## src/rtl/unsharp_mask_frame_ctrl.sv

```systemverilog
// Frame sequencer for the unsharp-mask kernel.
// Loads img RAM, runs the kernel, drains mask_img RAM.
module unsharp_mask_frame_ctrl #(
  parameter int ADDR_W      = 10,
  parameter int DATA_W      = 32,
  parameter int NUM_PIXELS  = 1024,
  parameter int RUN_TIMEOUT = 0
) (
  input  logic              clk,
  input  logic              rst,
  input  logic              in_valid,
  input  logic [DATA_W-1:0] in_data,
  output logic              in_ready,
  output logic              out_valid,
  output logic [DATA_W-1:0] out_data,
  input  logic              out_ready,
  output logic              busy,
  output logic              frame_done,
  output logic              timeout_err,
  output logic              ap_start,
  input  logic              ap_done,
  input  logic              ap_idle,
  input  logic              k_img_ce,
  input  logic [ADDR_W-1:0] k_img_addr,
  output logic [DATA_W-1:0] k_img_q,
  input  logic              k_mask_ce,
  input  logic              k_mask_we,
  input  logic [ADDR_W-1:0] k_mask_addr,
  input  logic [DATA_W-1:0] k_mask_d,
  output logic              img_ce,
  output logic              img_we,
  output logic [ADDR_W-1:0] img_addr,
  output logic [DATA_W-1:0] img_d,
  input  logic [DATA_W-1:0] img_q,
  output logic              mask_ce,
  output logic              mask_we,
  output logic [ADDR_W-1:0] mask_addr,
  output logic [DATA_W-1:0] mask_d,
  input  logic [DATA_W-1:0] mask_q
);

  localparam int CW = ADDR_W + 1;
  localparam logic [CW-1:0] NPIX = CW'(NUM_PIXELS);
  localparam logic [CW-1:0] LAST = CW'(NUM_PIXELS - 1);
  localparam logic [31:0] TO_LAST = 32'(RUN_TIMEOUT - 1);

  typedef enum logic [2:0] {
    S_IDLE,
    S_LOAD,
    S_START,
    S_RUN,
    S_DRAIN
  } state_t;

  state_t        state;
  logic [CW-1:0] wcnt;
  logic [CW-1:0] rcnt;
  logic [CW-1:0] ocnt;
  logic [31:0]   run_cnt;
  logic          rd_pend;

  logic in_fire;
  logic out_fire;
  logic rd_issue;

  assign in_fire  = in_valid && in_ready;
  assign out_fire = out_valid && out_ready;
  assign rd_issue = (state == S_DRAIN) && (rcnt < NPIX)
                 && (!out_valid || out_ready);

  // Last beat of the frame is flagged as it is accepted.
  assign frame_done = out_fire && (ocnt == LAST);

  // Frame sequencer with registered handshake outputs.
  // A read landing on a stalled output register is dropped
  // and its address re-read, so one register suffices.
  always_ff @(posedge clk) begin
    if (!rst) begin
      state       <= S_IDLE;
      wcnt        <= '0;
      rcnt        <= '0;
      ocnt        <= '0;
      run_cnt     <= '0;
      rd_pend     <= 1'b0;
      in_ready    <= 1'b0;
      out_valid   <= 1'b0;
      out_data    <= '0;
      busy        <= 1'b0;
      timeout_err <= 1'b0;
      ap_start    <= 1'b0;
    end else begin
      unique case (state)
        S_IDLE: begin
          if (in_valid && ap_idle) begin
            state    <= S_LOAD;
            in_ready <= 1'b1;
            busy     <= 1'b1;
            wcnt     <= '0;
          end
        end
        S_LOAD: begin
          if (in_fire) begin
            wcnt <= wcnt + 1'b1;
            if (wcnt == LAST) begin
              state    <= S_START;
              in_ready <= 1'b0;
              ap_start <= 1'b1;
            end
          end
        end
        S_START: begin
          if (!ap_idle) begin
            state    <= S_RUN;
            ap_start <= 1'b0;
            run_cnt  <= '0;
          end
        end
        S_RUN: begin
          if (ap_done) begin
            state   <= S_DRAIN;
            rcnt    <= '0;
            ocnt    <= '0;
            rd_pend <= 1'b0;
          end else if (RUN_TIMEOUT != 0
                       && run_cnt == TO_LAST) begin
            state       <= S_IDLE;
            busy        <= 1'b0;
            timeout_err <= 1'b1;
          end else begin
            run_cnt <= run_cnt + 1'b1;
          end
        end
        S_DRAIN: begin
          rd_pend <= rd_issue;
          if (rd_issue) begin
            rcnt <= rcnt + 1'b1;
          end
          if (rd_pend) begin
            if (!out_valid || out_ready) begin
              out_data  <= mask_q;
              out_valid <= 1'b1;
            end else begin
              rcnt <= rcnt - 1'b1;
            end
          end else if (out_fire) begin
            out_valid <= 1'b0;
          end
          if (out_fire) begin
            ocnt <= ocnt + 1'b1;
            if (ocnt == LAST) begin
              state     <= S_IDLE;
              busy      <= 1'b0;
              out_valid <= 1'b0;
              rd_pend   <= 1'b0;
            end
          end
        end
        default: state <= S_IDLE;
      endcase
    end
  end

  // RAM port ownership: controller outside RUN, kernel in RUN.
  always_comb begin
    img_ce    = 1'b0;
    img_we    = 1'b0;
    img_addr  = '0;
    img_d     = '0;
    k_img_q   = '0;
    mask_ce   = 1'b0;
    mask_we   = 1'b0;
    mask_addr = '0;
    mask_d    = '0;
    case (state)
      S_LOAD: begin
        img_ce   = in_fire;
        img_we   = in_fire;
        img_addr = wcnt[ADDR_W-1:0];
        img_d    = in_data;
      end
      S_RUN: begin
        img_ce    = k_img_ce;
        img_addr  = k_img_addr;
        k_img_q   = img_q;
        mask_ce   = k_mask_ce;
        mask_we   = k_mask_we;
        mask_addr = k_mask_addr;
        mask_d    = k_mask_d;
      end
      S_DRAIN: begin
        mask_ce   = 1'b1;
        mask_addr = rcnt[ADDR_W-1:0];
      end
      default: ;
    endcase
  end

endmodule

```

## config.mk

```make
export PLATFORM = sky130hd
export DESIGN_NAME = unsharp_mask_frame_ctrl
export DESIGN_NICKNAME = d
export VERILOG_FILES = /design/src/rtl/unsharp_mask_frame_ctrl.sv
export SDC_FILE = /design/constraint.sdc
export NUM_CORES = 1
export LEC_CHECK = 0
export CELL_PAD_IN_SITES_DETAIL_PLACEMENT = 1
export CELL_PAD_IN_SITES_GLOBAL_PLACEMENT = 2
export CORE_UTILIZATION = 18
export DETAILED_ROUTE_END_ITERATION = 8
export HOLD_SLACK_MARGIN = 0.03
export PLACE_DENSITY_LB_ADDON = 0.1
export SETUP_SLACK_MARGIN = 0.2
export SLEW_MARGIN = 30
export SYNTH_ARGS = -nofsm -noshare
export SYNTH_HDL_FRONTEND = slang
export SYNTH_SLANG_ARGS = --single-unit
export TNS_END_PERCENT = 10
```

## constraint.sdc

```tcl
create_clock -name clk -period 5 [get_ports clk]
set_input_delay 0.5 -clock clk [delete_from_list [all_inputs] [get_ports clk]]
set_output_delay 0.5 -clock clk [all_outputs]
set_load 0.05 [all_outputs]
```

==> impl_metrics.toml <==
[logic_synthesis]
ys_seq_area_share_pct = 33.9
yosysUniqueCellTypes = 55
syn-num-nets = 728
synth_edf_count = 0
synth.cell_area_mm2 = 0.00431
yosys.area.top_type = "dfxtp_1"
syn_inst = 567
synth_ff_type = "dfxtp_1"
ys.warnings.count = 0
yosysMostFrequentCell = "nand2_1"
synth.area.top_cells = "dfxtp_1 (34%), and3_1 (10%), nand2_1 (8.8%)"
synthTopCellsByCount = "nand2_1 (101), dfxtp_1 (73), and3_1 (71)"
synth_top_area_share_pct = 33.9
ys_async_sr_fraction_pct = 0
syn_area_per_cell_um2 = 7.59
synth_seq_cells = 73

[run_status]
status = "finished clean"

[die]
io_pins = 315
core-area_mm2 = 0.0235
row_count = 56
die-height_um = 157
initial_core_util_pct = 18.3
die_area_mm2 = 0.0245
die-width_um = 157

[sta]
setup_viol = 0
hold_ws_ps = 454
min_period_over_period_pct = 80.1
max_freq_mhz = 250
period_needed_ps = 4010
hold_viol_final = 0
fin_tns_setup_ps = 0
skew_ps = 8.05
grt_setup_unrepaired = "false"
slew_viol_final = 0
relSlewSlack_pct = 45.1
tightest_slew_ps = 816

[power]
power_mw = 1.51
vdd_ir_drop_max_mv = 0.167
powerDensity_mw_per_mm2 = 188
power.leakage_nw = 3.04

[critical_path]
critPathArrivalTime_ps = 3510
path_max_fanout = 68
required_ps = 4500
crit_type = "flip-flop to primary output"
crit_path_end_kind = "primary output"
cp-start-kind = "flip-flop"

[detailed_routing]
drt-total-wl_um = 20000
vias = 5191
drt-initial-drc-count = 164
wl_per_cell_um = 17.0
ant_nets = 0
remaining_drc_errors = 0
firstDrtPassIters = 4
viasPerCell = 4.40

[global_routing]
grt_pass1_wl_um = 29600
grtUsageTotal_pct = 15.9
grt.overflow.total = 0
grt_max_degree = 81
antenna_found_initial = 0
grt_pass1_vias = 5375

[place]
dp_hpwl_um = 15700
place_area_mm2 = 0.00774
io_buffers = 313
gp_congestion = 0.847

[cells_and_area]
diodes = 0
multi_input_area_mm2 = 0.00266
seqCellArea_mm2 = 0.00146
fin_nets = 1016
layout-drive-gt1-share_pct = 4.30
final_core_util_pct = 34.3
syn2layout_area_growth_pct = 86.8
nFillCells = 2775
final_area_mm2 = 0.00804

[clocking]
cts_buffers = 9
holdBufCountCts = 0
cts_max_path_buffers = 2
htreeDepth = 3
insertion_delay_ps = 340
cts_root_buf = "clkbuf_16"
cts_setup_buffers = 0
post_cts_resized = 0
path_clk_slew_ps = 60
tritoncts = "done"
cts_num_sinks = 73

[flow_run]
cap_violations = 0

[hold_path]
min_path_type = "flip-flop to flip-flop"
## registers in the layout, summed over array words and instances, names as in the netlist
name / count
ap_start: 1
busy: 1
in_ready: 1
ocnt: 11
out_data: 32
out_valid: 1
rcnt: 11
rd_pend: 1
state: 3
wcnt: 11
## per-layer routing
layer  track usage, %  share of wire, %  up-vias
li1                 -                 -     2541
met1             16.8                39     2449
met2             30.3                53      186
met3             4.32               6.4       15
met4             4.67               1.4        0
met5                0                 0        -
## cell type report
cell class / instances / share of cell area [%]
timing repair buffer: 322 / 39.7
multi-input combinational: 444 / 33.1
sequential: 73 / 18.2
tap: 319 / 4.96
clock buffer: 12 / 3.19
clock inverter: 4 / 0.638
inverter: 5 / 0.233
## layout by cell type (no fill, tap or decap), types with 4 or more instances in the layout
master           Yosys  layout
inv_1                5       5
buf_4                1       9
a21boi_0            28      28
xor2_1               9       9
and3_1              71      71
nand3_1             19      19
xnor2_1              7       7
ha_1                 4       4
clkbuf_16            0       9
dfxtp_1             73      72
a22o_1              17      17
a21boi_1             7       7
nand4_1              9       9
nand2_1            101     101
o21ai_0             17      17
nand2b_1             8       8
nor2_1              29      27
and2_1              41      41
mux2i_1              8       8
nor4_1               4       4
a21oi_1             11      11
nor3_1              15      14
nor2b_1              4       4
clkdlybuf4s50_1      0     312
## metrics by stage
step	instances	worst slack, ps
after floorplan	567	1880
after detailed placement	1163	1340
after global routing	1179	783
after global placement	1163	1480
after CTS	1179	960
final	1179	993
## worst max-delay path, stage by stage (launching register included)
cell and delay [ps]:
dfxtp_1 600, inv_1 280, nor2_4 120, buf_4 460, and2_0 430, buf_4 280
a21o_1 150, clkdlybuf4s50_1 830
## worst paths after layout
| check | endpoint | slack, ps | depth (start not counted) | startpoint |
|---|---|---|---|---|
| max | img_ce | 990 | 7 | state[0] |
| min | out_data[10] | 450 | 2 | out_data[10] |
| max reg2reg | rcnt[8] | 2450 | 6 | state[1] |
| min reg2reg | out_data[10] | 450 | 2 | out_data[10] |
## kinds of logic (layout without fill, tap and decap cells)
logic type               after synthesis  in the layout  synth area share, %
multiplexers                           8              8                 1.86
buffers and inverters                 50            343                 4.77
AND/OR/NAND/NOR                      319            319                 39.0
flip-flops                            73             73                 33.9
XOR/XNOR                              16             16                 3.25
other                                  1              1               0.0871
AO/OA/AOI/OAI                         96             96                 15.9
adder cells (fa/ha/maj)                4              4                 1.16
## power breakdown
group          switching (mW)  total [mW]  leakage, nW  internal [mW]
sequential            0.00380       0.587        0.589          0.584
clock                   0.257       0.671        0.149          0.414
combinational           0.108       0.250         2.30          0.143
total                   0.369        1.51         3.04           1.14
No activity file was read; power rests on OpenSTA's default activity.
